### src/rtl/display_pkg.sv
// Shared constants and types for the seven-segment display blocks.
package display_pkg;

  // Largest value that fits on four decimal digits.
  localparam int MAX_VALUE = 9999;

  // A digit code is a BCD nibble plus one sentinel bit for the dash and blank codes.
  localparam int CODE_W = 5;
  localparam logic [CODE_W-1:0] CODE_DASH  = 5'b10000;
  localparam logic [CODE_W-1:0] CODE_BLANK = 5'b10001;

  // Active-low segment patterns, bit order {g,f,e,d,c,b,a}.
  localparam logic [6:0] SEG_BLANK = 7'b1111111;
  localparam logic [6:0] SEG_DASH  = 7'b0111111;
  localparam logic [6:0] SEG_0     = 7'b1000000;
  localparam logic [6:0] SEG_1     = 7'b1111001;
  localparam logic [6:0] SEG_2     = 7'b0100100;
  localparam logic [6:0] SEG_3     = 7'b0110000;
  localparam logic [6:0] SEG_4     = 7'b0011001;
  localparam logic [6:0] SEG_5     = 7'b0010010;
  localparam logic [6:0] SEG_6     = 7'b0000010;
  localparam logic [6:0] SEG_7     = 7'b1111000;
  localparam logic [6:0] SEG_8     = 7'b0000000;
  localparam logic [6:0] SEG_9     = 7'b0010000;

  // Conversion controller states.
  typedef enum logic {
    IDLE = 1'b0,
    CONV = 1'b1
  } state_t;

endpackage

### src/rtl/seg_font.sv
// BCD nibble to active-low seven-segment pattern; non-decimal codes show blank.
module seg_font
  import display_pkg::*;
(
  input  logic [3:0] code,
  output logic [6:0] pattern
);

  // Pure lookup from decimal digit to its segment pattern.
  always_comb begin
    pattern = SEG_BLANK;
    case (code)
      4'd0:    pattern = SEG_0;
      4'd1:    pattern = SEG_1;
      4'd2:    pattern = SEG_2;
      4'd3:    pattern = SEG_3;
      4'd4:    pattern = SEG_4;
      4'd5:    pattern = SEG_5;
      4'd6:    pattern = SEG_6;
      4'd7:    pattern = SEG_7;
      4'd8:    pattern = SEG_8;
      4'd9:    pattern = SEG_9;
      default: pattern = SEG_BLANK;
    endcase
  end

endmodule

### src/rtl/segment_driver.sv
// Binary-to-BCD display driver: sequential double-dabble conversion into a held
// display register, then a combinational digit mux with blanking and decimal point.
module segment_driver
  import display_pkg::*;
#(
  parameter int MAX_VALUE = display_pkg::MAX_VALUE,
  parameter int NBITS     = 14
) (
  input  logic             clk_en,
  input  logic             reset,
  input  logic [NBITS-1:0] value,
  input  logic             load,
  input  logic [1:0]       s,
  input  logic             blank_lz,
  input  logic             dp_en,
  input  logic [1:0]       dp_pos,
  output logic [6:0]       seg,
  output logic             dp,
  output logic             busy,
  output logic             ovf
);

  localparam int CW = $clog2(NBITS);

  state_t state, state_next;

  logic [NBITS-1:0]            bin;
  logic [15:0]                 bcd;
  logic [CW-1:0]               count;
  logic [3:0][CODE_W-1:0]      disp;

  logic [15:0]                 bcd_adj;
  logic [15:0]                 bcd_next;
  logic                        too_big;
  logic                        last_iter;

  logic [CODE_W-1:0]           sel_code;
  logic                        sel_blank;
  logic [6:0]                  font_pattern;

  assign too_big   = (value > NBITS'(MAX_VALUE));
  assign last_iter = (count == CW'(NBITS - 1));

  // Controller state register.
  always_ff @(posedge clk_en or posedge reset) begin
    if (reset) state <= IDLE;
    else       state <= state_next;
  end

  // Next state: start on an in-range load, return to idle after the last shift.
  always_comb begin
    state_next = state;
    busy       = 1'b0;
    case (state)
      IDLE: begin
        if (load && !too_big) state_next = CONV;
      end
      CONV: begin
        busy = 1'b1;
        if (last_iter) state_next = IDLE;
      end
      default: state_next = IDLE;
    endcase
  end

  // Double-dabble step: add-3 to every nibble of 5 or more, then shift in the next binary bit.
  always_comb begin
    bcd_adj = bcd;
    for (int n = 0; n < 4; n++) begin
      if (bcd[4*n +: 4] >= 4'd5) bcd_adj[4*n +: 4] = bcd[4*n +: 4] + 4'd3;
    end
    bcd_next = {bcd_adj[14:0], bin[NBITS-1]};
  end

  // Conversion datapath, overflow flag and held display register.
  always_ff @(posedge clk_en or posedge reset) begin
    if (reset) begin
      bin   <= '0;
      bcd   <= '0;
      count <= '0;
      ovf   <= 1'b0;
      disp  <= '0;
    end else begin
      case (state)
        IDLE: begin
          if (load) begin
            if (too_big) begin
              ovf  <= 1'b1;
              disp <= {4{CODE_DASH}};
            end else begin
              ovf   <= 1'b0;
              bin   <= value;
              bcd   <= '0;
              count <= '0;
            end
          end
        end
        CONV: begin
          bcd   <= bcd_next;
          bin   <= {bin[NBITS-2:0], 1'b0};
          count <= count + 1'b1;
          if (last_iter) begin
            for (int i = 0; i < 4; i++) disp[i] <= {1'b0, bcd_next[4*i +: 4]};
          end
        end
        default: ;
      endcase
    end
  end

  // Leading-zero blanking for the selected digit; the decimal point keeps digits up to it visible.
  always_comb begin
    sel_code  = disp[s];
    sel_blank = blank_lz && (s != 2'd0) && !(dp_en && (s <= dp_pos));
    for (int j = 0; j < 4; j++) begin
      if ((2'(j) >= s) && (disp[j] != '0)) sel_blank = 1'b0;
    end
  end

  seg_font u_font (
    .code    (sel_code[3:0]),
    .pattern (font_pattern)
  );

  // Final segment select: dashes win, then blanking, then the font.
  always_comb begin
    seg = font_pattern;
    if (sel_code == CODE_DASH)       seg = SEG_DASH;
    else if (sel_code == CODE_BLANK) seg = SEG_BLANK;
    else if (sel_blank)              seg = SEG_BLANK;
    dp = !(dp_en && (s == dp_pos));
  end

endmodule

### config.mk
export PLATFORM = sky130hd
export DESIGN_NAME = segment_driver
export DESIGN_NICKNAME = d
export VERILOG_FILES = /design/src/rtl/display_pkg.sv /design/src/rtl/seg_font.sv /design/src/rtl/segment_driver.sv
export SDC_FILE = /design/constraint.sdc
export NUM_CORES = 1
export LEC_CHECK = 0
export CELL_PAD_IN_SITES_DETAIL_PLACEMENT = 1
export CELL_PAD_IN_SITES_GLOBAL_PLACEMENT = 1
export CORE_ASPECT_RATIO = 0.75
export CORE_MARGIN = 2
export CORE_UTILIZATION = 44
export CTS_CLUSTER_DIAMETER = 120
export DETAILED_ROUTE_END_ITERATION = 8
export GPL_TIMING_DRIVEN = 0
export PLACE_DENSITY_LB_ADDON = 0.25
export REMOVE_ABC_BUFFERS = 1
export SETUP_SLACK_MARGIN = 0.1
export SLEW_MARGIN = 20
export SYNTH_ARGS = -nofsm -noshare
export SYNTH_HDL_FRONTEND = slang
export SYNTH_SLANG_ARGS = --single-unit
### constraint.sdc
create_clock -name clk_en -period 2.95 [get_ports clk_en]
set_input_delay 0.59 -clock clk_en [delete_from_list [all_inputs] [get_ports clk_en]]
set_output_delay 0.59 -clock clk_en [all_outputs]
set_load 0.01 [all_outputs]
# Word level (Yosys, flattened, before mapping)
# Memories as Yosys holds them, arrays and structs flattened.
# Cells that the tools add are included.
# word_totals
rom_bits	112
ff_bits	56
word_cells	86
out_inout_bits	10
latchBits	0
memories	1
inputBits	23
ramBits	0
# classes
n_eq_ne	8
n_shift	0
n_addsub	5
reduce_logical	20
div_mod_pow	0
order_cmp	11
n_mul	0
muxes	31
n_bitwise	1
# mem_list
memory	words	word_bits	read_ports	rd_clocked_by_memory_dff	wr	line	rtl
(name not given)	16	7	1	0	0	seg_font.sv:12	case (code)
# op_table
op	n
$mux 20	3
$pmux 20 s2	1
$mux 16	2
$pmux 16 s2	1
$mux 14	2
$pmux 14 s2	1
$mux 7	3
$mux 4	5
$reduce_bool 5->1	4
$ge 4x3->1 const B	4
$gt 14x14->1 const B	1
$add 4x2->4 const B	3
$bmux 5 s2	1
$eq 5x5->1 const B	2
$logic_and 1x1->1	9
$mux 1	8
$pmux 4 s2	1
$ne 2x2->1 const B	3
$mux 5	1
$add 4x1->4 const B	1
$eq 4x4->1 const B	1
$ge 1x2->1 const A	2
$ge 2x2->1 const A	2
$reduce_and 2->1	2
other kinds (11)	13

# Longest topological paths before layout
# logic_depth
ltp_word	11
depth_mapped	8
mapped_depth_nobuf	7

# Cells and area by module
# A second synthesis with hierarchy kept.
# unflattened
hier_cells	324
hier_area_um2	3098.0
# modules_own_cells
module	seq_area_each_um2	cells_per_inst	n_inst	area_each_um2
segment_driver	1326.3	291	1	2887.8
seg_font	0.0	33	1	210.2

# Least setup slack after synthesis
# Ideal clock, no wire load.
# synth_path
kind	input port to output port
start	input port s[0]
end	output port seg[0]
arrival_time_ps	2095
path_buffers	1
slack_ps	265
path_stages	6
t_required_ps	2360
path_cell_list	buf_6 -> mux4_1 -> ha_1 -> o21a_4 -> nor3_2 -> o21ai_1
# synth_between
elab_chain_cells	11
word_cells_on_any_way	26
classes_between	5 x order compare; 2 x eq/ne; 9 x mux; 9 x reduce/logical; 1 x memory
# synth_rtl
element	line	rtl
start, declared	segment_driver.sv:13	input logic [1:0] s,
$le 2x2->1	segment_driver.sv:114	sel_blank = blank_lz && (s != 2'd0) && !(dp_en && (s <= dp_pos));
$logic_and 1x1->1	segment_driver.sv:114	
$logic_not 1->1	segment_driver.sv:114	
$logic_and 1x1->1	segment_driver.sv:114	
$mux 1 (4 in series)	segment_driver.sv:116	if ((2'(j) >= s) && (disp[j] != '0)) sel_blank = 1'b0;
$mux 7	segment_driver.sv:130	else if (sel_blank) seg = SEG_BLANK;
$mux 7	segment_driver.sv:129	else if (sel_code == CODE_BLANK) seg = SEG_BLANK;
$mux 7 *	segment_driver.sv:128	if (sel_code == CODE_DASH) seg = SEG_DASH;
end, declared	segment_driver.sv:17	output logic [6:0] seg,
# Mark *: on every way between the ends. The rest lies on a longest branch, timed or not. The select of a mux whose other input is x is not followed.

# Final worst setup path
# layout_path
start	register disp[15] in the netlist's numbering
end	output port seg[5]
# layout_between
elab_chain_cells	6
word_cells_on_any_way	11
classes_between	2 x eq/ne; 6 x mux; 2 x reduce/logical; 1 x memory
# layout_rtl
element	line	rtl
start, declared	segment_driver.sv:30	logic [3:0][CODE_W-1:0] disp;
start signal, assigned	segment_driver.sv:89	disp <= {4{CODE_DASH}};
$bmux 5 s2 or $reduce_bool 5->1 (tied branches)	segment_driver.sv:113, segment_driver.sv:116	
$mux 5 (implied by the code) or $logic_and 1x1->1 (tied branches)	segment_driver.sv:113, segment_driver.sv:116	
$mem_v2 16x7 or $mux 1 (tied branches)	n/a	
$mux 7	segment_driver.sv:130	
$mux 7	segment_driver.sv:129	
$mux 7 *	segment_driver.sv:128	
# Marked as above.

==> qor.yml <==
cells_and_area:
  multiInputGateArea_sq_um: 1610
  layout-drive-gt1-share_pct: 15.4
  diodes: 0
  fin_nets: 370
  ff_latch_area_sq_um: 1330
  final_cells: 415
  fill_cells: 755
  area_growth_pct: 20.0
flow_run:
  max_cap_viol_count: 0
clocking:
  numCtsBuffers: 5
  cts_tree: "done"
  clk_pin_slew_ns: 0.10
  cts_buffer_depth: 2
  clock_sinks: 53
  cts-root-buf: "clkbuf_8"
  insertion_delay_ns: 0.31
  cts-hold-fix-buffers: 0
  cts_max_level: 2
pwr:
  combPwrFrac_pct: 51.7
  switchingPower_mw: 1.60
  seq_power_share_pct: 34.8
  p_leak_nw: 1.67
  p_int_mw: 2.27
  p_per_area_nw_per_um2: 1070
  peakVddDrop_mv: 0.564
  p_sw_share_pct: 41.4
  clock_power_share_pct: 13.5
drt:
  wl_per_cell_um: 16.6
  drt-vias-per-instance: 5.40
  totalWireLength_um: 6880
  initialDrtViolationCount: 83
  dr.pass1.iters: 4
  vias: 2241
  ant_nets: 0
  remaining_drc_errors: 0
die:
  die_area_sq_um: 7510
  die_w_um: 99.4
  ioPinCount: 33
  fp-row-count: 26
  core_sq_um: 6700
  initial_utilization_pct: 44.8
  dieHeight_um: 75.5
grt:
  grt_pass1_vias: 2358
  grt.overflow.total: 0
  grt_max_degree: 54
  grt_pass1_wl_um: 11800
  antenna_found_initial: 0
  grtUsageTotal_pct: 20.1
sta:
  period_needed_ns: 2.77
  finalSetupViolCount: 0
  fin_skew_ns: 0.00600
  tightest_slew_ns: 0.716
  relSlewSlack_pct: 52.2
  max_freq_mhz: 361
  fin_crit_sh_pct: 93.8
  rsz0062_at_grt: "false"
  tns_ns: 0
  maxSlewViolCount: 0
  hold_viol_final: 0
critical_path:
  crit_path_start: "disp[15]$_DFFE_PP0P_"
  r2r_start: "state$_DFF_PP0_"
  required_ns: 2.36
  crit_path_max_fanout: 4
  start_kind: "register"
  crit_family: "multiplexers"
  path_cells: "mux4_2, ha_4, o21a_4, nor3_4, o21ai_1, buf_2"
  crit_path_max_incr_delay_ns: 0.58
  crit_slowest_cell: "mux4_2"
  path_buf_inv: 1
  crit_arrival_ns: 2.18
  worstSetupPathType: "reg2out"
  critPathCaptureType: "output port"
logic_synthesis:
  synth_area_sq_um: 3000
  yosysUniqueCellTypes: 40
  syn_inst: 298
  avgSynthCellArea_sq_um: 10.1
  ys_ff_latch: 53
  yosys_warnings: 0
  synth_edf_count: 0
  synthFlopType: "dfrtp_1"
  ys_seq_area_share_pct: 44.2
  ys_async_sr_fraction_pct: 100
run_status:
  outcome: "finished clean"
min_path:
  worstHoldPathType: "reg2reg"
  min_from: "count[3]$_DFFE_PP0P_"
placement:
  io_buffers: 32
  dp_hpwl_um: 5000
  gp_congestion: 0.791
  dp_cells: 403
[area by class of cell]
cell class	instances	share of cell area, %
clock inverter	2	1.04
tap	84	2.92
sequential	53	36.9
multi-input combinational	215	44.7
clock buffer	6	2.29
inverter	17	1.91
timing repair buffer	38	10.3
[per-layer routing]
metal	track usage (%)	vias up	share of wire, %
li1	-	1110	-
met4	5.48	0	0.92
met1	28.4	1108	50
met3	3.30	5	1.7
met2	32.9	18	48
met5	0	-	0
[kinds of logic after synthesis]
| logic type | count (synthesis) | share of synthesized area [%] |
|---|---|---|
| buf+inv | 30 | 4.46 |
| mux | 31 | 12.5 |
| simple gates | 89 | 14.2 |
| fa+ha+maj | 17 | 7.08 |
| xor+xnor | 7 | 2.04 |
| compound gates | 71 | 15.5 |
| flops | 53 | 44.2 |
[cells in the mapped netlist (4+ instances only)]
| cell type | instances | area, sq um |
|---|---|---|
| o21ai_1 | 17 | 85.1 |
| nor2b_1 | 4 | 25.0 |
| inv_1 | 17 | 63.8 |
| nand2b_1 | 7 | 43.8 |
| a21o_1 | 12 | 90.1 |
| clkbuf_1 | 7 | 26.3 |
| o31ai_1 | 7 | 52.6 |
| nor4_1 | 4 | 25.0 |
| nor2_1 | 11 | 41.3 |
| nand2_1 | 46 | 173 |
| o21ai_0 | 20 | 100 |
| xnor2_1 | 7 | 61.3 |
| mux2_2 | 7 | 78.8 |
| ha_1 | 17 | 213 |
| dfrtp_1 | 53 | 1330 |
| mux2i_1 | 17 | 170 |
| nand3_1 | 6 | 30.0 |
[layout by cell type, fill, tap and decap left out, drive strengths merged, types with 2 or more instances in the layout]
cell	instances
inv	17
xnor2	7
a21o	12
buf	13
o21ai	37
nor4	4
nor2	11
nor3	2
clkdlybuf4s50	21
clkbuf	7
nand2b	7
nor2b	4
mux2i	17
nand3	6
and3	3
a21boi	3
mux4	4
clkdlybuf4s15	2
nand3b	3
dfrtp	53
o31ai	7
nand2	46
a21oi	3
o211a	3
mux2	10
ha	17
[power groups by stage]
stage | clock network (mW) | logic, mW | registers [mW]
3_3_place_gp | 0 | 1.84 | 1.38
6_report | 0.523 | 2.00 | 1.35
4_1_cts | 0.530 | 1.98 | 1.35
3_5_place_dp | 0 | 2.04 | 1.36
5_1_grt | 0.556 | 2.27 | 1.40
2_1_floorplan | 0 | 1.35 | 1.29
[stage by stage]
step	worst slack (ns)	util [%]	total power, mW	hold WS, ns	area (sq um)
4_1_cts	0.0501	53.2	3.86	0.501	3560
5_1_grt	0.121	53.8	4.23	0.528	3600
6_report	0.183	53.8	3.87	0.492	3600
2_1_floorplan	0.341	-	2.63	0.442	2930
3_5_place_dp	-0.996	51.1	3.39	0.484	3420
3_3_place_gp	-1.04	50.1	3.22	0.466	3360
[flip-flops by register name (all words and copies together), names as in the netlist]
signal	cells
count	4
bcd	16
state	1
bin	14
disp	17
ovf	1
[path summary, 6_finish.rpt]
path / to / slack (ns) / cells after the start
max in group asynchronous: state$_DFF_PP0_ / 1.76 / 2
worst min register to register: count[3]$_DFFE_PP0P_ / 0.49 / 1
min in group asynchronous: bcd[14]$_DFFE_PP0P_ / 0.71 / 2
worst max-delay path: seg[5] / 0.18 / 6
worst min-delay path: count[3]$_DFFE_PP0P_ / 0.49 / 1
worst max register to register: disp[12]$_DFFE_PP0P_ / 0.71 / 4
[timing repair]
action,4_1_cts,5_1_grt
buffers inserted,2,2
resized for setup,44,15
setup endpoints to repair,17,19
pin swaps,6,2
cloned,0,0
Power figures use the tool's default switching activity.
